### config.mk
export PLATFORM = sky130hd
export DESIGN_NAME = mux_rr_arbiter
export DESIGN_NICKNAME = d
export VERILOG_FILES = /design/src/rtl/mux_rr_arbiter_pkg.sv /design/src/rtl/mux_4to1_bh.sv /design/src/rtl/mux_rr_arbiter.sv
export SDC_FILE = /design/constraint.sdc
export NUM_CORES = 1
export LEC_CHECK = 0
export ABC_AREA = 1
export ABC_CLOCK_PERIOD_IN_PS = 1800
export BUFFER_PORTS_ARGS = -buffer_cell sky130_fd_sc_hd__buf_4
export CAP_MARGIN = 20
export CORE_MARGIN = 4
export CORE_UTILIZATION = 30
export CTS_BUF_LIST = sky130_fd_sc_hd__clkbuf_4
export CTS_CLUSTER_DIAMETER = 50
export DETAILED_ROUTE_END_ITERATION = 8
export GPL_TIMING_DRIVEN = 0
export PLACE_DENSITY = 0.56
export SKIP_LAST_GASP = 1
export SYNTH_ARGS = -nofsm -noshare
export SYNTH_HDL_FRONTEND = slang
export SYNTH_SLANG_ARGS = --single-unit
### constraint.sdc
create_clock -name clk -period 1.8 [get_ports clk]
set_input_delay 0.36 -clock clk [delete_from_list [all_inputs] [get_ports clk]]
set_output_delay 0.36 -clock clk [all_outputs]
set_load 0.1 [all_outputs]
### src/rtl/mux_rr_arbiter_pkg.sv
// Shared definitions for the four-way round-robin mux arbiter.
package mux_rr_arbiter_pkg;

  localparam int ARB_N = 4;
  localparam int SEL_W = 2;

  // state    | meaning
  // ST_IDLE  | no grant outstanding, G=0, V=0
  // ST_GRANT | one requester owns the shared line, selected by S
  typedef enum logic {
    ST_IDLE  = 1'b0,
    ST_GRANT = 1'b1
  } arb_state_e;

  // One-hot decode of a select index.
  function automatic logic [ARB_N-1:0] sel_onehot(input logic [SEL_W-1:0] idx);
    return ARB_N'(1) << idx;
  endfunction

  // First set bit of mask scanning start, start+1, ... with wrap.
  // Scanning backwards and overwriting leaves the nearest hit.
  // Callers only use the result when mask is non-zero.
  function automatic logic [SEL_W-1:0] first_from(input logic [ARB_N-1:0] mask,
                                                  input logic [SEL_W-1:0] start);
    logic [SEL_W-1:0] idx;
    logic [SEL_W-1:0] res;
    res = start;
    for (int k = ARB_N - 1; k >= 0; k--) begin
      idx = start + SEL_W'(k);
      if (mask[idx]) res = idx;
    end
    return res;
  endfunction

endpackage

### src/rtl/mux_4to1_bh.sv
// Behavioural 4-to-1 single-bit multiplexer.
module mux_4to1_bh (
  input  logic [3:0] d,
  input  logic [1:0] s,
  output logic       y
);

  // Select one data bit by index.
  always_comb begin
    y = d[s];
  end

endmodule

### src/rtl/mux_rr_arbiter.sv
// Round-robin arbiter sharing one 4:1 bit mux between four requesters,
// with a bounded tenure whenever another requester is waiting.
module mux_rr_arbiter
  import mux_rr_arbiter_pkg::*;
#(
  parameter int MAX_HOLD = 8,
  parameter int CNT_W    = 4
) (
  input  logic             clk,
  input  logic             rst,
  input  logic [ARB_N-1:0] R,
  input  logic [ARB_N-1:0] I,
  output logic [SEL_W-1:0] S,
  output logic [ARB_N-1:0] G,
  output logic             V,
  output logic             Y
);

  arb_state_e       state_q, state_d;
  logic [SEL_W-1:0] sel_q, sel_d;
  logic [ARB_N-1:0] grant_q, grant_d;
  logic             valid_q, valid_d;
  logic [SEL_W-1:0] ptr_q, ptr_d;
  logic [CNT_W-1:0] cnt_q, cnt_d;

  logic [ARB_N-1:0] others;
  logic             rel_hit;
  logic             expire_hit;
  logic [SEL_W-1:0] win;
  logic [SEL_W-1:0] next_idx;
  logic             mux_y;

  // Next-state: grant from idle, hand off on release/expiry, else hold.
  always_comb begin
    state_d    = state_q;
    sel_d      = sel_q;
    grant_d    = grant_q;
    valid_d    = valid_q;
    ptr_d      = ptr_q;
    cnt_d      = cnt_q;
    win        = '0;
    next_idx   = sel_q + SEL_W'(1);
    others     = R & ~sel_onehot(sel_q);
    rel_hit    = ~R[sel_q];
    expire_hit = (cnt_q == CNT_W'(MAX_HOLD)) && (|others);

    unique case (state_q)
      ST_IDLE: begin
        if (|R) begin
          win     = first_from(R, ptr_q);
          sel_d   = win;
          grant_d = sel_onehot(win);
          valid_d = 1'b1;
          cnt_d   = CNT_W'(1);
          state_d = ST_GRANT;
        end
      end
      ST_GRANT: begin
        if (rel_hit || expire_hit) begin
          // The outgoing grantee drops to lowest priority.
          ptr_d = next_idx;
          if (|others) begin
            win     = first_from(others, next_idx);
            sel_d   = win;
            grant_d = sel_onehot(win);
            cnt_d   = CNT_W'(1);
          end else begin
            grant_d = '0;
            valid_d = 1'b0;
            cnt_d   = '0;
            state_d = ST_IDLE;
          end
        end else if (cnt_q != CNT_W'(MAX_HOLD)) begin
          // Saturate so an uncontested grant is never revoked.
          cnt_d = cnt_q + CNT_W'(1);
        end
      end
      default: state_d = ST_IDLE;
    endcase
  end

  // Registered grant state with asynchronous reset.
  always_ff @(posedge clk or posedge rst) begin
    if (rst) begin
      state_q <= ST_IDLE;
      sel_q   <= '0;
      grant_q <= '0;
      valid_q <= 1'b0;
      ptr_q   <= '0;
      cnt_q   <= '0;
    end else begin
      state_q <= state_d;
      sel_q   <= sel_d;
      grant_q <= grant_d;
      valid_q <= valid_d;
      ptr_q   <= ptr_d;
      cnt_q   <= cnt_d;
    end
  end

  mux_4to1_bh u_mux (
    .d(I),
    .s(sel_q),
    .y(mux_y)
  );

  assign S = sel_q;
  assign G = grant_q;
  assign V = valid_q;
  assign Y = mux_y & valid_q;

endmodule

Word-level counts from Yosys, hierarchy flattened

Index checks and enable logic that the tools add are counted.

Add/sub/neg operators: 8
Magnitude comparators: 9
Equality and inequality tests: 7
Shift-type cells: 3
Mux-type cells: 54
Bitwise operators: 5
Reductions and logical operators: 9

Operators by type and width:

| kind                | number |
|---|---|
| $mux 2              | 16 |
| $lt 2x3->1 const B  | 9 |
| $mux 4              | 6 |
| $bmux 1 s2          | 10 |
| $mux 1              | 17 |
| $pmux 4 s2          | 2 |
| $shl 1x2->4 const A | 3 |
| $add 2x2->2 const B | 4 |
| $reduce_or 4->1     | 2 |
| $add 2x1->2 const B | 3 |
| $reduce_and 2->1    | 3 |
| $reduce_and 3->1    | 2 |
| $add 4x1->4 const B | 1 |
| $and 4x4->4         | 1 |
| $eq 4x4->1 const B  | 1 |
| $ne 2x1->1 const B  | 2 |
| $ne 2x2->1 const B  | 2 |
| $ne 4x4->1 const B  | 1 |
| $not 4->4           | 1 |
| $pmux 1 s2          | 2 |
| $pmux 2 s2          | 1 |
| $ne 3x1->1 const B  | 1 |
| $not 1->1           | 2 |
| $and 1x1->1         | 1 |
| 2 further kinds     | 2 |

Register bits: 14
Input bits: 10
Output and inout port bits: 8
Logic and storage cells: 101

Depth between registers and ports, before layout

Gate-level depths: netlist of the first run.

Depth in word-level cells: 16
Mapped depth: 17
Gate-level depth less buffers: 17

Cells and area by module

Synthesis of the first run repeated with hierarchy kept, for this count alone.

Cell total of the unflattened synthesis: 226
Area total of the unflattened synthesis: 1363.8 µm²

By module, submodules not included:

| module         | instances | cells an instance | area each (µm²) | sequential area each (µm²) |
|---|---|---|---|---|
| mux_rr_arbiter | 1         | 213               | 1312.5          | 350.3 |
| mux_4to1_bh    | 1         | 13                | 51.3            | 0.0 |

Worst setup path after synthesis of the first run

No wires, ideal clock.

Kind: register -> output
From: register sel_q[0] (netlist: S[0])
To: output Y
Arrival time: 2.989 ns
Required time: 1.440 ns
Slack: -1.549 ns
Stages on the path, launching flop included: 6
Path buffers: 1
Cell sequence: dfrtp_1 > buf_6 > nor2_1 > nor2_1 > o21ai_0 > a21oi_1

Cells in the longest elaborated chain, start to end: 3

Ends and longest elaborated chain:

| element                      | RTL line              | text |
|---|---|---|
| start: declaration           | mux_rr_arbiter.sv:20  | `logic [SEL_W-1:0] sel_q, sel_d;` |
| start signal: assignment     | mux_rr_arbiter.sv:93  | `sel_q <= sel_d;` |
| $bmux 1 s2                   | mux_4to1_bh.sv:10     | `y = d[s];` |
| $mux 1 (implied by the code) | mux_4to1_bh.sv:10     |  |
| $and 1x1->1                  | mux_rr_arbiter.sv:110 | `assign Y = mux_y & valid_q;` |
| end: declaration             | mux_rr_arbiter.sv:16  | `output logic Y` |

Every way passes these cells. The select of a mux whose other input is x is not followed.

Worst setup path in the final report of the first run

Ends and elaborated chain as after synthesis.

==> reports/qor.csv, run 1 <==
metric;value;unit
worst slew pin tran;0.565;ns
grt total ovfl;0;
fillers;466;
Worst slew margin;0.623;
CTS Buffer Depth;2;
Die Area;5670;µm²
Crit Path Class;reg2out;
status;finished, violations left;
worst flop-to-flop path startpoint;S[0];
CP cell instances;buf_8 -> nor2_1 -> nor2_1 -> o21ai_2 -> a21oi_4 -> buf_12;
Ys Warns;0;
Synth top area share;0.258;
Reg2Reg Setup Slack;-0.10;ns
Highest Clock Rate;523;MHz
Critical Path AT;1.55;ns
via/cell ratio;4.72;
worst skew pair latency;0.29;ns
first-pass GRT wire length;5910;µm
most frequent cell after synthesis;nand2_1;
WL/cell;11.2;µm
unrepaired setup endpoints after global routing;true;
TritonCTS Buffers;3;
Post-DP HPWL;2490;µm
register bit count reported by yosys;14;
CTS Hold Buffers Added;0;
Initial Utilization;0.310;
mapped cell area;1360;µm²
CP Launch Type;flop;
Ports;18;
sequential-to-total area share from yosys stat;0.258;
Synth area leaders;dfrtp_1, nand2_1, nand3_1, inv_1, nor2_1;
min setup slack post-route;-0.111;ns
EDFF count, synth;0;
footprint of the multi-input gates;1050;µm²
synth-to-layout area growth;42.4;%
Final Slew Violations;0;
Via Count;1460;
1st-iter DRT viols;57;
R2R depth;13;
Final Cycle Share;1.06;
HP Class;in2async;
largest net degree at the start of global routing;15;
Final Cell Area;1940;µm²
Die Y;75.3;µm
register area;359;µm²
layout cells sized above 1;0.397;
DRT Wirelength;3470;µm
commonest cells in the netlist;nand2_1, inv_1, nand3_1;
die width;75.3;µm
RR Endpoint;G[2];
Ant. Diodes;0;
Tot GR Track Use;0.131;
data required time of the critical path;1.44;ns
vias in the first global route;1338;
Residual DRC;0;
syn nets;237;
critical path capture point type;output port;
crit path max fanout;5;
Root Buffer;clkbuf_4;
Worst path max stage delay;0.53;ns
H-tree Lvls;1;
clock sink total;14;
final setup violation count;7;
Clock Skews;0.00366;ns
ys flop type;dfrtp_1;
placed inst area;1590;µm²
Tmin final;1.91;ns
Slowest-stage cell, CP;dfrtp_4;
Core ar.;4380;µm²
CTS tree;built;
failing checks;setup timing;
MaxCap Viol Count;0;
Row Count;24;
Syn Inst Count;221;
Placer Congestion;0.832;
Synth Area per Inst;6.15;µm²
library cells used by synthesis;26;
initial antenna violation count;0;
# port buffers;17;
share of flip-flops with an asynchronous set or reset;1.00;
DR pass1 iterations;4;
dominant cell type by area after synthesis;dfrtp_1;
Hold Vio Cnt, Final;0;
Clock transition at path regs;0.09;ns
Final nets;274;
antenna-violating nets left;0;
CP most frequent cell;nor2_1;
-- placed cells by master (no fill, tap or decap), types with 2 or more instances in the layout --
cell and count:
a21oi_1 2, a21oi_2 4, buf_4 30, buf_6 2
clkbuf_4 3, dfrtp_1 11, dfrtp_4 2, ha_1 2
ha_4 3, inv_1 23, inv_2 12, inv_4 2
nand2_1 64, nand2_2 11, nand2_4 5, nand3_1 21
nand3_2 4, nand3_4 2, nand4_1 4, nor2_1 16
nor2_2 4, nor2_4 2, o21ai_0 3, o21ai_1 4
o21ai_2 6, xor2_1 2
-- kinds of logic (layout without fill, tap and decap cells) --
family                   after synthesis  count (layout)  share of synthesized area
AO/OA/AOI/OAI                         21              21                     0.0846
flip-flops                            14              14                      0.258
AND/OR/NAND/NOR                      136             136                      0.451
XOR/XNOR                               4               4                     0.0313
buffers and inverters                 40              76                      0.121
adder cells (fa/ha/maj)                6               6                     0.0552
-- sequential cells by signal (all words and copies together) (netlist names) --
name and cells:
G 4, cnt_q 4, S 2, state_q 1, ptr_q 2, V 1
-- layer usage --
metal,vias up,share of wire,wire length [µm],global-route usage
li1,768,-,-,-
met1,663,0.46,1610,0.177
met2,22,0.48,1680,0.217
met3,7,0.024,84,0.0132
met4,0,0.029,99,0.0524
met5,-,0,0,0
-- critical path, delay by kind of cell, from the launching register on --
family	cells	cell delay, ns
AOI/OAI and AO/OA	2	0.26
buffers and inverters	2	0.32
DFF	1	0.53
and+or+nand+nor	2	0.14
-- layout make-up --
cell class | instances | share of cell area
sequential | 14 | 0.185
tap | 52 | 0.0336
inverter | 38 | 0.0801
buffer | 2 | 0.0116
clock inverter | 1 | 0.00194
timing repair buffer | 32 | 0.134
clock buffer | 3 | 0.0116
multi-input combinational | 167 | 0.541
-- how the worst max path moves through the flow --
stage               cells past startpoint   end  slack [ns]  startpoint
detailed placement                     13  S[0]       -0.16        S[0]
floorplan                               5     Y       -0.19        S[0]
CTS                                     6     Y       -0.07        S[0]
global placement                       13  S[0]       -0.18        S[0]
finish                                  6     Y       -0.11        S[0]
global route                           14  G[0]       -0.24        S[0]
-- what timing repair did --
item                       4_1_cts  5_1_grt
buffers inserted                 7        8
setup endpoints to repair       10       10
resized for setup               14       44
pin swaps                        3       15
hold endpoints to repair         0        0
-- metrics by stage --
step                hold slack, ns  setup TNS, ns  std cells   util  setup slack, ns
finish                       0.115         -0.524        309  0.442           -0.111
global route                 0.167          -1.67        309  0.442           -0.245
CTS                          0.140         -0.337        301  0.392          -0.0654
detailed placement           0.464          -1.12        290  0.362           -0.159
global placement             0.445          -1.12        290  0.362           -0.181
floorplan                    0.249          -1.35        221      -           -0.191
Power of run 1 is not shown: default switching activity piles up to over one toggle a cycle in this logic, so the estimate is an artifact.
==> run 2: changes to the inputs <==
Settings changed: BUFFER_PORTS_ARGS -buffer_cell sky130_fd_sc_hd__buf_4 to -buffer_cell sky130_fd_sc_hd__buf_2.
==> reports/qor.csv, run 2 (same netlist as run 1, synthesis figures left out) <==
metric;value;unit;change
DRT Wirelength;3290;µm;-5.2%
Final nets;266;;-2.9%
DR pass1 iterations;4;;unchanged
synth-to-layout area growth;31.9;%;
Die Area;5670;µm²;unchanged
data required time of the critical path;1.44;ns;about the same
grt total ovfl;0;;unchanged
CP cell instances;buf_8 -> nor2_1 -> nor2_1 -> o21ai_2 -> a21oi_4 -> buf_12;;
initial antenna violation count;0;;unchanged
final setup violation count;7;;unchanged
H-tree Lvls;1;;unchanged
CP most frequent cell;nor2_1;;
footprint of the multi-input gates;1010;µm²;-4.1%
CTS Buffer Depth;2;;unchanged
Tmin final;1.89;ns;-0.0184 ns
clock sink total;14;;unchanged
first-pass GRT wire length;5640;µm;-4.4%
critical path capture point type;output port;;
HP Class;in2async;;
CP Launch Type;flop;;
status;finished, violations left;;
largest net degree at the start of global routing;15;;unchanged
fillers;462;;-0.86%
WL/cell;10.9;µm;-2.7%
Die Y;75.3;µm;unchanged
placed cell count;290;;unchanged
Row Count;24;;unchanged
register area;359;µm²;unchanged
Ant. Diodes;0;;unchanged
Slowest-stage cell, CP;dfrtp_4;;
Via Count;1430;;-2.1%
worst skew pair latency;0.29;ns;about the same
via/cell ratio;4.75;;+0.55%
worst slew pin tran;0.546;ns;-0.0192 ns
Final Cycle Share;1.05;;-0.0102
Final Slew Violations;0;;unchanged
Clock Skews;0.00352;ns;-0.000138 ns
MaxCap Viol Count;0;;unchanged
commonest cells after routing, fill and taps aside;nand2_1, inv_1, nand3_1, nor2_1, buf_2;;
antenna-violating nets left;0;;unchanged
Post-DP HPWL;2430;µm;-2.4%
Worst slew margin;0.636;;+0.0128
Root Buffer;clkbuf_4;;
min setup slack post-route;-0.0924;ns;+0.0184 ns
Initial Utilization;0.310;;unchanged
Hold Vio Cnt, Final;0;;unchanged
commonest non-fill, non-tap cell in the layout;nand2_1;;
Highest Clock Rate;528;MHz;+0.97%
failing checks;setup timing;;
Tot GR Track Use;0.125;;-0.00656
vias in the first global route;1302;;-2.7%
layout cells sized above 1;0.349;;-0.0475
unrepaired setup endpoints after global routing;true;;
die width;75.3;µm;unchanged
Critical Path AT;1.53;ns;-0.02 ns
Reg2Reg Setup Slack;-0.05;ns;+0.05 ns
Worst path max stage delay;0.54;ns;about the same
Ports;18;;unchanged
CTS tree;built;;
TritonCTS Buffers;3;;unchanged
RR Endpoint;S[0];;
Clock transition at path regs;0.09;ns;about the same
Post-Layout Cell Count;301;;-2.6%
1st-iter DRT viols;48;;-16%
Placer Congestion;0.823;;-1.0%
# port buffers;17;;unchanged
Residual DRC;0;;unchanged
R2R depth;12;;-1
crit path max fanout;7;;+2
worst flop-to-flop path startpoint;S[0];;
Crit Path Class;reg2out;;
Core ar.;4380;µm²;unchanged
run 2: worst max-delay path by stage:
stage / start / depth (start not counted) / to
3_3_place_gp: S[0] / 13 / S[0]
5_1_grt: S[0] / 13 / S[0]
2_1_floorplan: S[0] / 5 / Y
6_report: S[0] / 6 / Y
4_1_cts: S[0] / 6 / Y
3_5_place_dp: S[0] / 13 / S[0]
run 2: metal layers:
metal	part of all wire	global-route usage
met1	0.46	0.167
met4	0.022	0.0447
met3	0.023	0.0172
met2	0.49	0.206
met5	0	0
run 2: area by class of cell:
| cell class | instances | area share |
|---|---|---|
| plain buffers | 2 | 0.0126 |
| clock buffers | 3 | 0.0126 |
| clock inverters | 1 | 0.00209 |
| inverters | 38 | 0.0865 |
| multi-input cells | 167 | 0.561 |
| flip-flops and latches | 14 | 0.200 |
| well taps | 52 | 0.0363 |
| repair buffers | 24 | 0.0893 |
run 2: critical path: cells and delay by family (launching register included):
| kind | cells | cell delay (ns) |
|---|---|---|
| and+or+nand+nor | 2 | 0.13 |
| AOI/OAI and AO/OA | 2 | 0.26 |
| buffers and inverters | 2 | 0.32 |
| DFF | 1 | 0.54 |
run 2: through the flow:
stage                     hold WS (ns)  setup WS (ns)   util  setup TNS, ns  instance area, µm²
final                           0.0975        -0.0924  0.409         -0.310                1790
after global routing             0.146         -0.213  0.409          -1.50                1790
after CTS                        0.119        -0.0649  0.380         -0.345                1670
after detailed placement         0.444         -0.147  0.352          -1.04                1550
after global placement           0.430         -0.174  0.352          -1.11                1550
after floorplan                  0.249         -0.191      -          -1.35                1400
run 2: timing repair:
action                                  4_1_cts  5_1_grt
resized for setup                            19       30
endpoints found under the setup margin        9       10
hold buffers                                  0        0
buffers inserted                              4        3
pin swaps                                     2       16
Power of run 2 is left out for the same reason.
